<file path="src/rtl/nes_pad_reader_if.sv">
// nes_pad_reader_if
// Bundles the signals that pass between the NES pad reader and the rest of the
// system: the 3-wire controller link (pad_latch, pad_pulse, pad_data), the
// immediate-poll request, and the decoded button report.
//   master : the side that drives pad_data/poll_req and consumes the report
//            (controller + host logic, or a testbench)
//   slave  : the pad reader itself
//   pad_data        controller serial data, active-low, asynchronous
//   poll_req        one-cycle request for an immediate poll
//   pad_latch       latch strobe to the controller
//   pad_pulse       shift clock to the controller
//   buttons         {A,B,SEL,START,UP,DN,L,R}, 1 = pressed
//   buttons_valid   one-cycle strobe when buttons updates
//   buttons_changed set with buttons_valid when the new value differs
interface nes_pad_reader_if;
    logic       pad_data;
    logic       poll_req;
    logic       pad_latch;
    logic       pad_pulse;
    logic [7:0] buttons;
    logic       buttons_valid;
    logic       buttons_changed;

    modport master (
        output pad_data,
        output poll_req,
        input  pad_latch,
        input  pad_pulse,
        input  buttons,
        input  buttons_valid,
        input  buttons_changed
    );

    modport slave (
        input  pad_data,
        input  poll_req,
        output pad_latch,
        output pad_pulse,
        output buttons,
        output buttons_valid,
        output buttons_changed
    );
endinterface

</file>
<file path="src/rtl/nes_pad_reader.sv">
// nes_pad_reader
// Polls a physical NES controller over its latch/pulse/data serial link at a
// fixed rate (or on request) and reports the 8 buttons as an active-high vector
// with a one-cycle valid strobe plus a "changed since last report" flag.
// Ports:
//   clk  system clock
//   rst  synchronous, active-high reset
//   pad  nes_pad_reader_if.slave: pad_data/poll_req in, pad_latch/pad_pulse,
//        buttons, buttons_valid, buttons_changed out (all outputs registered)
// Parameters:
//   POLL_CYCLES   clk cycles between automatic poll starts
//   LATCH_CYCLES  latch high time
//   HALF_CYCLES   half-period of pulse, also the gap after the latch
module nes_pad_reader #(
    parameter int POLL_CYCLES  = 1666667,
    parameter int LATCH_CYCLES = 1200,
    parameter int HALF_CYCLES  = 600
) (
    input logic             clk,
    input logic             rst,
    nes_pad_reader_if.slave pad
);

    localparam int PHASE_MAX = (LATCH_CYCLES > HALF_CYCLES) ? LATCH_CYCLES : HALF_CYCLES;
    localparam int PHASE_W   = (PHASE_MAX > 1) ? $clog2(PHASE_MAX) : 1;
    localparam int TIMER_W   = (POLL_CYCLES > 1) ? $clog2(POLL_CYCLES) : 1;

    typedef enum logic [2:0] {
        IDLE,
        LATCH,
        GAP,
        PHI,
        PLO,
        DONE
    } state_t;

    state_t             state;
    logic [TIMER_W-1:0] poll_timer;
    logic [PHASE_W-1:0] phase;
    logic [2:0]         bit_idx;
    logic               idx_done;
    logic [7:0]         shift_reg;
    logic               sync1;
    logic               sync2;
    logic               tick;
    logic               sample_bit;
    logic               latch_last;
    logic               half_last;

    assign tick       = (poll_timer == TIMER_W'(POLL_CYCLES - 1));
    assign sample_bit = ~sync2;
    assign latch_last = (phase == PHASE_W'(LATCH_CYCLES - 1));
    assign half_last  = (phase == PHASE_W'(HALF_CYCLES - 1));

    // Two-flop synchronizer for the asynchronous pad data line. Resets to 1,
    // which is the idle (nothing pressed) level of the active-low line.
    always_ff @(posedge clk) begin
        if (rst) begin
            sync1 <= 1'b1;
            sync2 <= 1'b1;
        end else begin
            sync1 <= pad.pad_data;
            sync2 <= sync1;
        end
    end

    // Free-running poll timer; tick marks its last count.
    always_ff @(posedge clk) begin
        if (rst) begin
            poll_timer <= '0;
        end else if (tick) begin
            poll_timer <= '0;
        end else begin
            poll_timer <= poll_timer + TIMER_W'(1);
        end
    end

    // Frame sequencer. Outputs are set on the edge that enters each state so
    // pad_latch is high exactly while in LATCH and pad_pulse exactly while in
    // PHI. The report is published on the edge that enters DONE, so
    // buttons_valid is high during the DONE cycle.
    always_ff @(posedge clk) begin
        if (rst) begin
            state               <= IDLE;
            phase               <= '0;
            bit_idx             <= 3'd0;
            idx_done            <= 1'b0;
            shift_reg           <= 8'h00;
            pad.pad_latch       <= 1'b0;
            pad.pad_pulse       <= 1'b0;
            pad.buttons         <= 8'h00;
            pad.buttons_valid   <= 1'b0;
            pad.buttons_changed <= 1'b0;
        end else begin
            pad.buttons_valid   <= 1'b0;
            pad.buttons_changed <= 1'b0;
            case (state)
                IDLE: begin
                    // Requests arriving in any other state are simply ignored.
                    if (tick || pad.poll_req) begin
                        state         <= LATCH;
                        phase         <= '0;
                        pad.pad_latch <= 1'b1;
                    end
                end
                LATCH: begin
                    if (latch_last) begin
                        state         <= GAP;
                        phase         <= '0;
                        pad.pad_latch <= 1'b0;
                    end else begin
                        phase <= phase + PHASE_W'(1);
                    end
                end
                GAP: begin
                    // The controller presents A as soon as it is latched.
                    if (half_last) begin
                        shift_reg[7]  <= sample_bit;
                        bit_idx       <= 3'd6;
                        idx_done      <= 1'b0;
                        state         <= PHI;
                        phase         <= '0;
                        pad.pad_pulse <= 1'b1;
                    end else begin
                        phase <= phase + PHASE_W'(1);
                    end
                end
                PHI: begin
                    if (half_last) begin
                        state         <= PLO;
                        phase         <= '0;
                        pad.pad_pulse <= 1'b0;
                    end else begin
                        phase <= phase + PHASE_W'(1);
                    end
                end
                PLO: begin
                    // idx_done means bit 0 was taken on the previous low phase,
                    // so this is the end of the 8th pulse and no sample remains.
                    if (half_last) begin
                        phase <= '0;
                        if (idx_done) begin
                            state               <= DONE;
                            pad.buttons         <= shift_reg;
                            pad.buttons_valid   <= 1'b1;
                            pad.buttons_changed <= (shift_reg != pad.buttons);
                        end else begin
                            shift_reg[bit_idx] <= sample_bit;
                            if (bit_idx == 3'd0) begin
                                idx_done <= 1'b1;
                            end else begin
                                bit_idx <= bit_idx - 3'd1;
                            end
                            state         <= PHI;
                            pad.pad_pulse <= 1'b1;
                        end
                    end else begin
                        phase <= phase + PHASE_W'(1);
                    end
                end
                DONE: begin
                    state <= IDLE;
                end
                default: begin
                    state <= IDLE;
                end
            endcase
        end
    end

endmodule

</file>
<file path="src/flat_wrapper.sv">
// flat-port wrapper written by rule: the top's interface ports become plain ports
module nes_pad_reader_flat 
#(
    parameter int POLL_CYCLES  = 1666667,
    parameter int LATCH_CYCLES = 1200,
    parameter int HALF_CYCLES  = 600
)
  (clk, rst, pad_pad_data, pad_poll_req, pad_pad_latch, pad_pad_pulse, pad_buttons, pad_buttons_valid, pad_buttons_changed);
  nes_pad_reader_if pad_i ();
  input logic clk;
  input logic rst;
  input wire logic [$bits(pad_i.pad_data)-1:0] pad_pad_data;
  input wire logic [$bits(pad_i.poll_req)-1:0] pad_poll_req;
  output wire logic [$bits(pad_i.pad_latch)-1:0] pad_pad_latch;
  output wire logic [$bits(pad_i.pad_pulse)-1:0] pad_pad_pulse;
  output wire logic [$bits(pad_i.buttons)-1:0] pad_buttons;
  output wire logic [$bits(pad_i.buttons_valid)-1:0] pad_buttons_valid;
  output wire logic [$bits(pad_i.buttons_changed)-1:0] pad_buttons_changed;
  assign pad_i.pad_data = pad_pad_data;
  assign pad_i.poll_req = pad_poll_req;
  assign pad_pad_latch = pad_i.pad_latch;
  assign pad_pad_pulse = pad_i.pad_pulse;
  assign pad_buttons = pad_i.buttons;
  assign pad_buttons_valid = pad_i.buttons_valid;
  assign pad_buttons_changed = pad_i.buttons_changed;
  nes_pad_reader #(.POLL_CYCLES(POLL_CYCLES), .LATCH_CYCLES(LATCH_CYCLES), .HALF_CYCLES(HALF_CYCLES)) u_core (.clk(clk), .rst(rst), .pad(pad_i));
endmodule
</file>
<file path="config.mk">
export PLATFORM = sky130hd
export DESIGN_NAME = nes_pad_reader_flat
export DESIGN_NICKNAME = d
export VERILOG_FILES = /design/src/rtl/nes_pad_reader_if.sv /design/src/rtl/nes_pad_reader.sv /design/src/flat_wrapper.sv
export SDC_FILE = /design/constraint.sdc
export NUM_CORES = 1
export LEC_CHECK = 0
export CAP_MARGIN = 20
export CORE_MARGIN = 1.5
export CORE_UTILIZATION = 53
export CTS_CLUSTER_DIAMETER = 60
export CTS_CLUSTER_SIZE = 40
export DETAILED_ROUTE_END_ITERATION = 8
export PLACE_DENSITY = 0.75
export SLEW_MARGIN = 20
export SYNTH_ARGS = -nofsm -noshare
export SYNTH_HDL_FRONTEND = slang
export SYNTH_SLANG_ARGS = --single-unit
</file>
<file path="constraint.sdc">
create_clock -name clk -period 2.1 [get_ports clk]
set_input_delay 0.315 -clock clk [delete_from_list [all_inputs] [get_ports clk]]
set_output_delay 0.315 -clock clk [all_outputs]
set_load 0.02 [all_outputs]
</file>
# Word-level counts from Yosys, hierarchy flattened

Cells that the tools add are included.

Reduce and logical (&&, ||, !) cells: 21
Order comparisons: 2
Bitwise operators: 4
Multiply operators: 0
Shift-type cells: 0
Div/mod/pow operators: 0
Eq/ne operators: 15
Mux-type cells: 36
$add $sub $neg: 3

Operator list:

| operator                                                    | number |
|---|---|
| 2-to-1 mux 11 bit                                           | 3 |
| case mux 11 bit (3 select lines)                            | 1 |
| 2-to-1 mux 3 bit                                            | 10 |
| adder 21 x 1 -> 21 bit (second input constant)              | 1 |
| == test 21 bit (second input constant)                      | 1 |
| 2-to-1 mux 8 bit                                            | 2 |
| case mux 3 bit (5 select lines)                             | 1 |
| AND reduction 5 bit                                         | 3 |
| 2-to-1 mux 1 bit                                            | 12 |
| AND reduction 3 bit                                         | 4 |
| adder 11 x 1 -> 11 bit (second input constant)              | 1 |
| == test 11 x 10 -> 1 bit (second input constant)            | 1 |
| == test 11 bit (second input constant)                      | 1 |
| inequality test 2 x 1 -> 1 bit (second input constant)      | 5 |
| bitwise mux 8 bit                                           | 1 |
| inequality test 8 bit                                       | 1 |
| == test 3 x 2 -> 1 bit (second input constant)              | 2 |
| zero test 3 bit                                             | 2 |
| case mux 1 bit (2 select lines)                             | 3 |
| case mux 3 bit (2 select lines)                             | 1 |
| nonzero test 3 bit                                          | 2 |
| OR reduction 3 bit                                          | 2 |
| less-than comparator 3 x 4 -> 1 bit (second input constant) | 1 |
| inequality test 2 bit (second input constant)               | 2 |
| other kinds (14)                                            | 18 |

Output and inout bits: 12
Flip-flop bits (word level): 61
Word-level logic and storage cells: 95
Memories kept: 0
Bits of input ports: 4
Memory bits (read-only): 0
Bits in writable memories: 0
Bits in latches: 0

# Longest topological paths before layout

Gate-level depths: netlist of the first run.

Depth after elaboration: 8
Mapped depth: 8

# Worst setup path before layout of the first run

OpenSTA, ideal clock, no wires.

Path kind: register to register
Start: register u_core.bit_idx[0]
End: register u_core.bit_idx[0]
Path buffers: 1
Data required time: 1972 ps
Stages on the path, launching flop included: 9
Slack: 76 ps
Data arrival time: 1896 ps
Path through: dfxtp_1 clkdlybuf4s50_2 inv_1 ha_1 ha_1 nor4_1 o21a_1 mux2i_1 nor2_1

Word-level cells in the longest chain between the ends: 5
Elaborated cells between the ends (all ways): 8

RTL lines:

| element                         | RTL line              | text |
|---|---|---|
| start, declared                 | nes_pad_reader.sv:40  | `logic [2:0] bit_idx;` |
| start signal, assigned          | nes_pad_reader.sv:152 | `bit_idx <= bit_idx - 3'd1;` |
| subtractor 3 x 1 -> 3 bit       | nes_pad_reader.sv:152 |  |
| 2-to-1 mux 3 bit                | nes_pad_reader.sv:149 | `if (bit_idx == 3'd0) begin` |
| 2-to-1 mux 3 bit                | nes_pad_reader.sv:142 | `if (idx_done) begin` |
| 2-to-1 mux 3 bit                | nes_pad_reader.sv:140 | `if (half_last) begin` |
| case mux 3 bit (2 select lines) | nes_pad_reader.sv:97  | `case (state)` |

Parallel ways exist; a longest one is shown, timed or not. The select of a mux whose other input is x is not followed.
A chain may end at the register's enable or synchronous reset.

# Final worst setup path of the first run

Start: register u_core.phase[5]
End: register u_core.shift_reg[6]

Word-level cells in the longest chain between the ends: 2

RTL lines:

| element                       | RTL line              | text |
|---|---|---|
| start, declared               | nes_pad_reader.sv:39  | `logic [PHASE_W-1:0] phase;` |
| start signal, assigned        | nes_pad_reader.sv:112 | `phase <= phase + PHASE_W'(1);` |
| start signal, assigned        | nes_pad_reader.sv:125 | `phase <= phase + PHASE_W'(1);` |
| start signal, assigned        | nes_pad_reader.sv:134 | `phase <= phase + PHASE_W'(1);` |
| == test 11 x 10 -> 1 bit      | nes_pad_reader.sv:53  | `assign half_last = (phase == PHASE_W'(HALF_CYCLES - 1));` |
| AND reduction 3 bit (no line) | n/a                   |  |
| end signal, assigned by index | nes_pad_reader.sv:148 | `shift_reg[bit_idx] <= sample_bit;` |
| end, declared                 | nes_pad_reader.sv:42  | `logic [7:0] shift_reg;` |

No other way between the ends.

==> qor.yml, run 1 <==
clock_tree:
  cts_tree: "yes"
  cts_setup_buffers: 0
  cts-buffers-inserted: 9
  cts_hold_buf: 0
  clk_latency_ps: 340
  root_buffer: "clkbuf_8"
  cts_sinks: 61
  cts_max_level: 3
  clockBufferDepth: 2
  clk_pin_slew_ps: 70
finish:
  reg_top3: "u_core.poll_timer x21, u_core.phase x11"
  regMostFlops: "u_core.poll_timer"
  largest_register_ffs: 21
  areaGrowthSynthToFinish_pct: 18.19
  nets: 376
  drive_above_1_share_pct: 16.71
  seqCellArea_sq_um: 1221
  diodes: 0
  multi_input_area_sq_um: 1625
  fillCellCount: 432
synthesis:
  yosysUniqueCellTypes: 57
  ys_seq_area_share_pct: 41.57
  synthFlopType: "dfxtp_1"
  synthTopCellsByCount: "dfxtp_1, nor2_1, a21oi_1"
  synth_top_cell_area_share_pct: 41.57
  ys_ff_latch: 61
  synth_enable_flop_cells: 0
  yosys-top-cells-area: "dfxtp_1, nor2_1, mux2i_1"
  syn_area_sq_um: 2938
  yosysWarningCount: 0
  syn_inst: 331
  yosysMostFrequentCell: "dfxtp_1"
  post-synth-top-area-cell: "dfxtp_1"
  avgSynthCellArea_sq_um: 8.876
  synthArstFlopShare_pct: 0
  synth_fp_nets: 340
timing:
  fin_setup_tns_ps: 0
  fmax_ghz: 0.4916
  fin_hold_ws_ps: 417.2
  hold_violations: 0
  skew_ps: 5.754
  period_needed_ps: 2034
  setup_violations: 0
  worstMarginPinSlew_ps: 465.1
  timing.final.crit_share_pct: 96.87
  slew_headroom_pct: 68.95
  slew_viol_final: 0
detailed_routing:
  drc_errors: 0
  vias: 2464
  route.detailed.vias_per_inst: 5.587
  ant_nets: 0
  drt_iter0_markers: 116
  route.detailed.wl_per_inst_microns: 13.36
  first_pass_iters: 4
  drt-total-wl_mm: 5.892
setup_path:
  cp-startpoint: "u_core.phase[5]"
  path_class: "register to register"
  reg2reg_from: "u_core.phase[5]"
  critPathMaxFanout: 8
  critical_path_required_ps: 2320
  max_stage_delay_ps: 580
  start_kind: "register"
  cp.arrival_ps: 2260
  cpLargestDelayFamily: "simple AND/OR/NAND/NOR gates"
  end_kind: "register"
  crit_path_top_delay_cell: "or4b_4"
  path_cells: "or4b_4 -> or4_4 -> nor3_4 -> and4_2 -> nor3_2"
  crit_buf_inv: 0
placement:
  dp_hpwl_mm: 4.046
  gp_congestion: 0.8484
  port_buffers: 15
power:
  ir_drop_v: 0.0004206
  power_mw: 2.238
  p_per_area_nw_per_um2: 644.5
  leakage_nw: 1.321
die:
  start_util_pct: 56.09
  die_area_sq_um: 5999
  num_rows: 26
  die_h_microns: 77.45
  die_w_microns: 77.45
  ios: 16
  coreArea_sq_um: 5238
hold_path:
  hold_class: "register to register"
  hp-start: "u_core.sync1"
global_routing:
  grt_max_degree: 22
  track_usage_pct: 20.68
  grt_overflow_total: 0
  antenna_found_initial: 0
  grt_pass1_wl_mm: 9.956
  grt_pass1_vias: 2252
flow_run:
  cap_violations: 0
status:
  outcome: "finished, final reports clean"
-- cells by family (layout without fill, tap and decap cells) --
family	count (synthesis)	after routing	synth area share, %
flip-flops	61	61	41.57
buffers and inverters	26	66	4.259
AND/OR/NAND/NOR	141	141	27.30
adder cells (fa/ha/maj)	5	5	2.129
AO/OA/AOI/OAI	60	60	12.82
multiplexers	14	14	4.770
XOR/XNOR	24	24	7.155
-- through the flow --
stage                     worst slack (ps)  instances  utilization [%]  cell area, sq um
final                                65.83        441            66.29              3472
after floorplan                      76.15        331                -              2938
after global placement               108.7        426            62.47              3272
after CTS                            70.14        441            65.65              3438
after detailed placement             76.00        426            62.47              3272
after global routing                -2.281        441            66.29              3472
-- repair_timing --
| item | in CTS | in global routing |
|---|---|---|
| hold endpoints to repair | 0 | 0 |
| resized for setup | 0 | 7 |
| setup endpoints to repair | 0 | 15 |
-- power by group --
part           internal [mW]  switching [mW]
sequential              1.18          0.0280
clock                  0.449           0.447
combinational         0.0634          0.0737
-- placed cells by master, fill, tap and decap left out, types with 2 or more instances in the layout --
master and instances:
nand4_1 6, and4_1 3, a211oi_1 3, xor2_1 13, and3_1 3, o21ai_0 11
clkinv_2 2, clkdlybuf4s50_1 15, nor3_1 9, clkbuf_8 10, or3_1 5, a22o_1 3
nand2_1 17, nor3_4 2, or2_2 2, nand4bb_1 2, nor4_1 6, clkinvlp_4 2
nor2_1 43, xnor2_1 11, mux2i_1 14, inv_1 13, a31oi_1 9, nand4b_1 3
ha_1 4, nor2b_1 4, o21a_1 2, nand3_1 12, and3_2 3, a21oi_1 19
nor3_2 4, a311oi_1 3, buf_4 23, nor3b_1 2, dfxtp_1 61, nand2b_1 3
-- worst paths after layout --
kind                                             to  slack, ps  depth (start not counted)
worst max-delay path            u_core.shift_reg[6]         70                          5
worst min-delay path                   u_core.sync2        420                          1
worst max register to register  u_core.shift_reg[6]         70                          5
worst min register to register         u_core.sync2        420                          1
-- worst register-to-register path, stage by stage, from the launching register on --
cell,delay (ps)
dfxtp_1,310
or4b_4,580
or4_4,480
nor3_4,260
and4_2,270
nor3_2,40
-- per-layer routing --
metal | global-route usage [%] | part of all wire (%)
met3 | 4.706 | 3.1
met2 | 33.68 | 48
met5 | 0 | 0
met1 | 25.51 | 47
met4 | 10.55 | 1.6
-- cell type report --
| type | instances | share of cell area, % |
|---|---|---|
| multi-input combinational | 244 | 46.81 |
| sequential | 61 | 35.17 |
| timing repair buffer | 38 | 9.297 |
| clock buffer | 11 | 4.072 |
| tap | 70 | 2.523 |
| inverter | 13 | 1.405 |
| clock inverter | 4 | 0.7207 |
No activity file was read; power rests on OpenSTA's default activity.
==> inputs of run 2 (changes only) <==
--- a/config.mk
+++ b/config.mk
@@ -5,13 +5,13 @@
 export SDC_FILE = /design/constraint.sdc
 export NUM_CORES = 1
 export LEC_CHECK = 0
-export CAP_MARGIN = 20
+export CAP_MARGIN = 15
 export CORE_MARGIN = 1.5
-export CORE_UTILIZATION = 53
+export CORE_UTILIZATION = 59
 export CTS_CLUSTER_DIAMETER = 60
 export CTS_CLUSTER_SIZE = 40
 export DETAILED_ROUTE_END_ITERATION = 8
-export PLACE_DENSITY = 0.75
+export PLACE_DENSITY = 0.79
 export SLEW_MARGIN = 20
 export SYNTH_ARGS = -nofsm -noshare
 export SYNTH_HDL_FRONTEND = slang
==> constraint.sdc (replaced) <==
create_clock -name clk -period 1.92 [get_ports clk]
set_input_delay 0.288 -clock clk [delete_from_list [all_inputs] [get_ports clk]]
set_output_delay 0.288 -clock clk [all_outputs]
set_load 0.02 [all_outputs]
==> run 2 against run 1 <==
Net effect: the run now ends with setup timing left; flip-flop and latch count did not move; largest power group unchanged; design area is 6.2% higher; first-iteration DRC count is 7.8% higher; cell count is 3.9% higher; die area is 9.8% lower; via count up 4.5%; sequential power up 7%; largest cell class unchanged; utilization grew 11 points; fmax rose by 0.71%.
==> qor.yml, run 2 (same netlist as run 1, synthesis figures left out) <==
die:
  die_area_sq_um: 5412
  die_w_microns: 73.57
  die_h_microns: 73.57
  ios: 16
  coreArea_sq_um: 4755
  num_rows: 25
  start_util_pct: 61.79
finish:
  largest_register_ffs: 21
  diodes: 0
  layout_commonest_cell: "dfxtp_1"
  post-route-cell-area_sq_um: 3686
  reg_top3: "u_core.poll_timer x21, u_core.phase x11"
  instances_no_fill: 458
  most-common-layout-cells: "dfxtp_1, nor2_1, buf_4, a21oi_1, nand2_1"
  nets: 396
  fillCellCount: 334
  regMostFlops: "u_core.poll_timer"
  drive_above_1_share_pct: 22.76
  areaGrowthSynthToFinish_pct: 25.47
flow_run:
  cap_violations: 0
power:
  ir_drop_v: 0.0004923
  power_mw: 2.503
  leakage_nw: 1.458
  p_per_area_nw_per_um2: 679.0
clock_tree:
  clockBufferDepth: 2
  cts_hold_buf: 0
  root_buffer: "clkbuf_8"
  cts_sinks: 61
  cts_max_level: 3
  cts_tree: "yes"
  clk_pin_slew_ps: 60
  clk_latency_ps: 330
  cts-buffers-inserted: 9
status:
  outcome: "finished with violations"
  violations: "setup timing"
timing:
  setup_violations: 6
  fin_setup_tns_ps: -389.7
  period_needed_ps: 2020
  hold_violations: 0
  skew_ps: 8.925
  slew_headroom_pct: 68.96
  worstMarginPinSlew_ps: 461.4
  fmax_ghz: 0.4951
  slew_viol_final: 0
  rsz0062_at_grt: "true"
  layout_setup_ws_ps: -99.77
  timing.final.crit_share_pct: 105.2
detailed_routing:
  vias: 2576
  drt_iter0_markers: 125
  first_pass_iters: 4
  route.detailed.wl_per_inst_microns: 14.24
  drc_errors: 0
  ant_nets: 0
  route.detailed.vias_per_inst: 5.624
  drt-total-wl_mm: 6.523
setup_path:
  cp.arrival_ps: 2280
  critPathMaxFanout: 7
  end_kind: "register"
  path_class: "register to register"
  reg2reg_depth: 6
  start_kind: "register"
  critical_path_required_ps: 2180
global_routing:
  antenna_found_initial: 0
  grt_pass1_vias: 2392
  grt_max_degree: 19
  track_usage_pct: 24.97
  grt_pass1_wl_mm: 10.41
  grt_overflow_total: 0
placement:
  port_buffers: 15
  dpl.cell_count: 441
  dp_hpwl_mm: 4.469
  place_area_sq_um: 3403
  gp_congestion: 0.8527
hold_path:
  hold_depth: 1
  hold_class: "register to register"
==> run 2: cell types whose count changed in the layout (fill, tap and decap cells not counted), moves of 2 or more <==
| cell | change |
|---|---|
| a21oi_1 | -2 |
| buf_4 | +19 |
| clkbuf_8 | +2 |
| clkinvlp_4 | -2 |
| nor3_1 | -3 |
| nor3_2 | +3 |
==> run 2: metrics by stage <==
stage / utilization, % / hold slack, ps / worst slack [ps]
after floorplan: - / 389.5 / -23.76
after global placement: 71.58 / 394.6 / -33.59
after detailed placement: 71.58 / 401.8 / -79.05
after CTS: 76.34 / 416.8 / -73.85
after global routing: 77.53 / 442.4 / -173.0
final: 77.53 / 415.3 / -99.77
==> run 2: repair_timing <==
action / in CTS / in global routing
gates cloned: 0 / 0
hold endpoints to repair: 0 / 0
endpoints found under the setup margin: 17 / 27
resized for setup: 10 / 10
setup buffers: 1 / 1
pin swaps: 1 / 0
==> run 2: routing by layer <==
layer	vias to the layer above	global-route usage (%)	wire (microns)	share of wire [%]
met2	57	42.34	3280	50
met3	18	4.664	211	3.2
met1	1199	29.87	2859	44
li1	1302	-	-	-
met4	0	12.96	171	2.6
met5	-	0	0	0
==> run 2: worst max-delay path, cell delays in order (launching register included) <==
cell     delay (ps)
dfxtp_2         320
or4b_4          550
or4_4           470
nor3_4          250
buf_6           160
a21oi_4          50
nor3_2          150
==> run 2: area by class of cell <==
cell class                      count  area [sq um]  area share (%)
Inverter                           13         48.80           1.324
Tap cell                           67         83.83           2.274
Sequential cell                    61          1222           33.16
Clock inverter                      1         5.005          0.1358
Timing Repair Buffer               58         476.7           12.93
Multi-Input combinational cell    244          1677           45.49
Clock buffer                       14         172.7           4.684
==> run 2: power breakdown <==
part	internal, mW	total, mW	switching, mW
clock network	0.566	1.02	0.450
logic	0.0838	0.182	0.0986
registers	1.29	1.30	0.0164
total	1.94	2.50	0.565
==> run 2: path summary, 6_finish.rpt <==
check / startpoint / endpoint / slack (ps)
setup / recovery: u_core.phase[5] / u_core.shift_reg[2] / -100
setup reg to reg: u_core.phase[5] / u_core.shift_reg[2] / -100
hold / removal: u_core.sync1 / u_core.sync2 / 420
hold reg to reg: u_core.sync1 / u_core.sync2 / 420
==> inputs of run 3 (changes only) <==
--- a/config.mk
+++ b/config.mk
@@ -12,7 +12,7 @@
 export CTS_CLUSTER_SIZE = 40
 export DETAILED_ROUTE_END_ITERATION = 8
 export PLACE_DENSITY = 0.79
-export SLEW_MARGIN = 20
+export SLEW_MARGIN = 15
 export SYNTH_ARGS = -nofsm -noshare
 export SYNTH_HDL_FRONTEND = slang
 export SYNTH_SLANG_ARGS = --single-unit
==> results of run 3 <==
Final layout, timing and power as in run 2 (identical DEF).
